<file path="config.mk">
export PLATFORM = sky130hd
export DESIGN_NAME = skip_adder_arbiter
export DESIGN_NICKNAME = d
export VERILOG_FILES = /design/src/rtl/skip_adder_arbiter.sv
export SDC_FILE = /design/constraint.sdc
export NUM_CORES = 1
export LEC_CHECK = 0
export CAP_MARGIN = 20
export CORE_AREA = 3 3 105 107
export DETAILED_ROUTE_END_ITERATION = 10
export DIE_AREA = 0 0 108 110
export PLACE_DENSITY = 0.81
export SLEW_MARGIN = 20
export SYNTH_ARGS = -nofsm -noshare
export SYNTH_HDL_FRONTEND = slang
export SYNTH_SLANG_ARGS = --single-unit
</file>
<file path="constraint.sdc">
create_clock -name clk -period 2 [get_ports clk]
set_input_delay 0.4 -clock clk [delete_from_list [all_inputs] [get_ports clk]]
set_output_delay 0.4 -clock clk [all_outputs]
set_load 0.01 [all_outputs]
</file>
<file path="src/rtl/skip_adder_arbiter.sv">
// rtl/skip_adder_arbiter.sv - round-robin per-transaction sharing of one external adder for multi-word adds
// Optional signed-overflow flag on the final word: define SKIP_ARB_OVF_EN.
module skip_adder_arbiter #(
    parameter int WIDTH = 32
) (
    input  logic             clk,
    input  logic             rst_n,
    input  logic             req0_valid,
    output logic             req0_ready,
    input  logic [WIDTH-1:0] req0_a,
    input  logic [WIDTH-1:0] req0_b,
    input  logic             req0_cin,
    input  logic             req0_last,
    input  logic             req1_valid,
    output logic             req1_ready,
    input  logic [WIDTH-1:0] req1_a,
    input  logic [WIDTH-1:0] req1_b,
    input  logic             req1_cin,
    input  logic             req1_last,
    output logic [WIDTH-1:0] add_a,
    output logic [WIDTH-1:0] add_b,
    output logic             add_ci,
    input  logic [WIDTH-1:0] add_s,
    input  logic             add_co,
    output logic             rsp_valid,
    input  logic             rsp_ready,
    output logic [WIDTH-1:0] rsp_sum,
    output logic             rsp_co,
    output logic             rsp_last,
    output logic             rsp_id,
    output logic             rsp_ovf
);

    typedef enum logic [1:0] {
        S_IDLE  = 2'd0,
        S_LOCK0 = 2'd1,
        S_LOCK1 = 2'd2
    } state_t;

    state_t           state_q, state_d;
    logic             prio_q, prio_d;
    logic             carry_q, carry_d;
    logic             rsp_valid_q, rsp_valid_d;
    logic [WIDTH-1:0] rsp_sum_q, rsp_sum_d;
    logic             rsp_co_q, rsp_co_d;
    logic             rsp_last_q, rsp_last_d;
    logic             rsp_id_q, rsp_id_d;
    logic             free, sel, accept, sel_last;
`ifdef SKIP_ARB_OVF_EN
    logic             rsp_ovf_q, rsp_ovf_d;
`endif

    always_ff @(posedge clk) begin
        if (!rst_n) begin
            state_q     <= S_IDLE;
            prio_q      <= 1'b0;
            carry_q     <= 1'b0;
            rsp_valid_q <= 1'b0;
            rsp_sum_q   <= '0;
            rsp_co_q    <= 1'b0;
            rsp_last_q  <= 1'b0;
            rsp_id_q    <= 1'b0;
`ifdef SKIP_ARB_OVF_EN
            rsp_ovf_q   <= 1'b0;
`endif
        end else begin
            state_q     <= state_d;
            prio_q      <= prio_d;
            carry_q     <= carry_d;
            rsp_valid_q <= rsp_valid_d;
            rsp_sum_q   <= rsp_sum_d;
            rsp_co_q    <= rsp_co_d;
            rsp_last_q  <= rsp_last_d;
            rsp_id_q    <= rsp_id_d;
`ifdef SKIP_ARB_OVF_EN
            rsp_ovf_q   <= rsp_ovf_d;
`endif
        end
    end

    // Selection and handshake; with nobody valid in IDLE the adder follows prio_q.
    always_comb begin
        free       = !rsp_valid_q || rsp_ready;
        sel        = prio_q;
        req0_ready = 1'b0;
        req1_ready = 1'b0;
        add_ci     = carry_q;
        unique case (state_q)
            S_LOCK0: begin
                sel        = 1'b0;
                req0_ready = free;
            end
            S_LOCK1: begin
                sel        = 1'b1;
                req1_ready = free;
            end
            default: begin
                if (req0_valid && req1_valid) sel = prio_q;
                else if (req0_valid)          sel = 1'b0;
                else if (req1_valid)          sel = 1'b1;
                req0_ready = free && !sel;
                req1_ready = free && sel;
                add_ci     = sel ? req1_cin : req0_cin;
            end
        endcase
        if (!rst_n) begin
            req0_ready = 1'b0;
            req1_ready = 1'b0;
        end
        add_a    = sel ? req1_a : req0_a;
        add_b    = sel ? req1_b : req0_b;
        accept   = sel ? (req1_valid && req1_ready) : (req0_valid && req0_ready);
        sel_last = sel ? req1_last : req0_last;
    end

    always_comb begin
        state_d     = state_q;
        prio_d      = prio_q;
        carry_d     = carry_q;
        rsp_valid_d = rsp_valid_q;
        rsp_sum_d   = rsp_sum_q;
        rsp_co_d    = rsp_co_q;
        rsp_last_d  = rsp_last_q;
        rsp_id_d    = rsp_id_q;
`ifdef SKIP_ARB_OVF_EN
        rsp_ovf_d   = rsp_ovf_q;
`endif
        if (accept) begin
            carry_d     = add_co;
            rsp_valid_d = 1'b1;
            rsp_sum_d   = add_s;
            rsp_co_d    = add_co;
            rsp_last_d  = sel_last;
            rsp_id_d    = sel;
`ifdef SKIP_ARB_OVF_EN
            // Carry into the MSB differs from carry out of it exactly on signed overflow.
            rsp_ovf_d   = sel_last && (add_co ^ (add_s[WIDTH-1] ^ add_a[WIDTH-1] ^ add_b[WIDTH-1]));
`endif
            if (sel_last) begin
                state_d = S_IDLE;
                prio_d  = !sel;
            end else begin
                state_d = sel ? S_LOCK1 : S_LOCK0;
            end
        end else if (rsp_valid_q && rsp_ready) begin
            rsp_valid_d = 1'b0;
        end
    end

    assign rsp_valid = rsp_valid_q;
    assign rsp_sum   = rsp_sum_q;
    assign rsp_co    = rsp_co_q;
    assign rsp_last  = rsp_last_q;
    assign rsp_id    = rsp_id_q;
`ifdef SKIP_ARB_OVF_EN
    assign rsp_ovf   = rsp_ovf_q;
`else
    assign rsp_ovf   = 1'b0;
`endif

endmodule

</file>
Word level (Yosys, flattened, before mapping)
Index checks and enable logic that the tools add are counted.
- word-level logic and storage cells: 41
- register bits after elaboration: 39
- output and inout bits: 104
- eq/ne operators: 2
- mux-type cells: 19
- reduce and logical (&&, ||, !) cells: 13
- operators by type and width (kind ; count):
    $mux W32 ; 2
    $mux W1 ; 12
    $logic_and A1 B1 Y1 ; 6
    $pmux W1 S2 ; 3
    $mux W2 ; 2
    $logic_not A1 Y1 ; 3
    $eq A2 B1 Y1 const B ; 1
    $eq A2 B2 Y1 const B ; 1
    $reduce_and A2 Y1 ; 1
    $reduce_bool A2 Y1 ; 1
    $reduce_or A2 Y1 ; 1
    $logic_or A1 B1 Y1 ; 1

Depth between registers and ports, before layout
- depth in word-level cells: 11
- gate-level depth with buffers: 9
- depth with buffers taken out: 7

Worst setup path after synthesis
No wires, ideal clock.
- kind: reg2out
- start: reg state_q[0]
- end: out add_b[26]
- data arrival time: 1.666 ns
- required time: 1.600 ns
- path slack: -0.066 ns
- buffers on the path: 2
- stages on the path, launching flop included: 7
- cells stage by stage: dfxtp_1 -> inv_1 -> ha_1 -> buf_4 -> mux2i_4 -> buf_2 -> mux2_2
- longest elaborated chain between the ends: 3
- elaborated cells on any way between the ends: 4
- classes of those cells: eq/ne: 2; mux: 2
- RTL lines (item ; RTL line ; text):
    start, declared ; 40 ; state_t state_q, state_d;
    start signal, assigned ; 67 ; state_q <= state_d;
    $eq A2 B2 Y1 or $eq A2 B1 Y1 (tied branches) ; 88 ; unique case (state_q)
    $pmux W1 S2 * ; 88 ;
    $mux W32 * ; 111 ; add_b = sel ? req1_b : req0_b;
    end, declared ; 21 ; output logic [WIDTH-1:0] add_b,
Mark *: on every way between the ends. The rest lies on a longest branch, timed or not.

Worst setup path in the final report
- start: reg state_q[0]
- end: out add_a[3]
- longest elaborated chain between the ends: 3
- elaborated cells on any way between the ends: 4
- classes of those cells: eq/ne: 2; mux: 2
- RTL lines (item ; RTL line ; text):
    $eq A2 B2 Y1 or $eq A2 B1 Y1 (tied branches) ; 88 ;
    $pmux W1 S2 * ; 88 ;
    $mux W32 * ; 110 ; add_a = sel ? req1_a : req0_a;
    end, declared ; 20 ; output logic [WIDTH-1:0] add_a,
Marked as above.

==> flow_summary.ini <==
[run_status]
status = complete, but fails checks
violations = negative setup slack

[cells_and_area]
mostFrequentLayoutCells = clkdlybuf4s50_1, buf_6, nand2_1
fin_util_pct = 59.9
area_delta_synth_final_pct = 158
fin_nets = 725
drive_gt1_share_pct = 32.7
n_antenna_cell = 0
final_common_cell = clkdlybuf4s50_1
fillCellCount = 836

[route]
drt-initial-drc-count = 152
drtPass1Iterations = 4
via_per_inst = 4.45
wl_per_cell_um = 18.4
routed_wl_mm = 12.7
drcViolationCount = 0
via_count = 3073
ant_nets = 0

[global_route]
overflow = 0
grt_pass1_vias = 3212
grt_max_degree = 41
grt_pass1_wl_mm = 17.4
grt_usage_pct = 19.3
antenna_found_initial = 2

[synth]
postSynthAreaPerCell_sq_um = 9.07
syn_area_sq_um = 2380
ys_types = 30
ys.warnings.count = 0
synth_fp_nets = 434
synthCells = 262
yosys_register_bits = 39
ys_seq_area_share_pct = 32.9

[placed_design]
io_buffers = 272
hpwl_mm = 9.51
gp_congestion = 0.743

[cts]
cts_tree = built
root_buffer = clkbuf_8
ctsHoldBuffers = 0
clkSlewWorstSetupHoldPaths_ps = 80
cts_inserted_buffers = 5
cts_sinks = 39
cts_htree_levels = 2
worstSkewPairLatency_ps = 290
cts.path.max_buffers = 2

[floorplanning]
start_util_pct = 23.2
rows = 37
core_area_sq_um = 10200
ios = 274
die_w_um = 108
dieArea_sq_um = 11900
die_h_um = 110

[worst_hold_path]
hold-path-endpoint = rsp_sum[25]
hp-start = rsp_sum[25]
holdPathStages = 2
holdCritPathClass = reg2reg

[pwr]
internal-power_mw = 2.43
seqPwrFrac_pct = 25.5
switching_power_uw = 971
cellPowerDensity_nw_per_um2 = 556
power_leakage_nw = 2.69
power_frac_comb_pct = 55.3
ir_drop_mv = 0.259
switching_share_pct = 28.5
clkPwrFrac_pct = 19.3
power.total_mw = 3.40

[sta]
fmax_ghz = 0.394
rsz0062_at_grt = yes
worst_hold_slack_ps = 456
drv_slew = 0
final.period_utilization_pct = 127
fin_crit_ps = 2540
setup_viol = 65
finalSetupTns_ps = -29050
fin_worst_skew_ps = 8.06
hold_viol = 0
setup_ws_ps = -536

[setup_path]
rr_startpoint = state_q[1]
worstPathArrival_ps = 2140
cp_slowest_stage_delay_ps = 340
cp_max_fo = 5
critPathCaptureType = primary output
r2r_slack_ps = 80
r2r_end = rsp_sum[18]
crit_path_start_kind = flop
reg2reg_depth = 9
cp_cell_sequence = inv_2 -> ha_4 -> mux2i_4 -> buf_12 -> buf_12 -> buf_12 -> clkbuf_16 -> mux2_4 -> buf_6
crit_required_ps = 1600
slowest_stage = dfxtp_2
worstSetupPathType = reg2out
path_common_cell = buf_12

[job]
drv_cap = 0
timing repair:
action / 4_1_cts / 5_1_grt
buffers inserted: 11 / 2
gates cloned: 7 / 1
pin swaps: 2 / 4
gates resized for setup: 412 / 20
endpoints found under the setup margin: 70 / 97
per-layer routing:
metal | global-route usage [%] | vias to the layer above | wire length (um)
met4 | 4.42 | 4 | 219
met2 | 32.1 | 152 | 6130
met1 | 24.8 | 1416 | 5290
li1 | - | 1480 | -
met5 | 0 | - | 27
met3 | 5.88 | 21 | 1030
synth_stat cells:
library cell	count	area share, %
dfxtp_1	39	33
nand2b_1	2	0.53
a21boi_0	30	9.5
o211ai_1	2	0.63
conb_1	1	0.16
buf_4	9	2.8
a32o_1	1	0.42
a21o_1	1	0.32
mux2i_1	1	0.42
o21ai_1	2	0.42
nand3_1	1	0.21
nor2b_1	1	0.26
a211oi_1	1	0.32
a21boi_1	4	1.3
o21ai_0	2	0.42
buf_2	5	1.1
a21oi_1	3	0.63
nand2_1	70	11
a21oi_2	1	0.37
ha_1	2	1.1
nand3b_1	1	0.32
mux2_2	64	30
mux2i_4	1	0.95
maj3_2	1	0.47
nor2_1	3	0.47
inv_1	5	0.79
o211a_1	1	0.42
a211o_1	1	0.37
nor3_1	1	0.21
clkbuf_1	6	0.95
power groups by stage:
stage | clock network (mW) | registers (mW) | logic [mW]
after CTS | 0.673 | 0.867 | 1.84
final | 0.656 | 0.867 | 1.88
after floorplan | 0 | 0.907 | 0.545
after global placement | 0 | 0.881 | 1.41
after global routing | 0.710 | 0.874 | 1.99
after detailed placement | 0 | 0.883 | 1.42
layout make-up:
| class | count | area (sq um) | area share [%] |
|---|---|---|---|
| clock buffer | 5 | 68.8 | 1.12 |
| clock inverter | 3 | 43.8 | 0.715 |
| inverter | 5 | 18.8 | 0.306 |
| multi-input combinational | 198 | 1730 | 28.3 |
| sequential | 39 | 783 | 12.8 |
| tap | 136 | 170 | 2.78 |
| timing repair buffer | 304 | 3310 | 54.0 |
cells by family after synthesis:
kind of cell / Yosys count / synth area share [%]
compound gates: 49 / 15.1
fa+ha+maj: 3 / 1.53
buf+inv: 25 / 5.63
flops: 39 / 32.9
mux: 66 / 31.7
other cells: 1 / 0.158
simple gates: 79 / 13.1
through the flow:
stage | setup slack, ps | instance area [sq um] | cells
5_1_grt | -601 | 6120 | 690
6_report | -536 | 6120 | 690
2_1_floorplan | -34.8 | 2380 | 262
3_3_place_gp | -987 | 5280 | 663
3_5_place_dp | -1040 | 5280 | 663
4_1_cts | -553 | 6040 | 689
registers in the layout (all words and copies together) (netlist names):
name,flops
rsp_co,1
rsp_id,1
rsp_valid,1
state_q,2
rsp_sum,32
rsp_last,1
prio_q,1
worst max-delay path by stage:
stage	start	end	slack [ps]	cells past startpoint
2_1_floorplan	state_q[0]	add_a[10]	-30	6
3_3_place_gp	req0_valid	add_b[28]	-990	7
3_5_place_dp	req0_valid	add_a[10]	-1040	7
4_1_cts	state_q[0]	add_b[29]	-550	9
5_1_grt	state_q[0]	add_a[3]	-600	9
6_report	state_q[0]	add_a[3]	-540	9
worst max-delay path: cells and delay by family (launching register included):
family	cells	cell delay (ps)
flip-flops	1	340
multiplexers	2	540
buffers and inverters	6	670
adder cells (fa/ha/maj)	1	270
(Power assumes the default switching activity.)
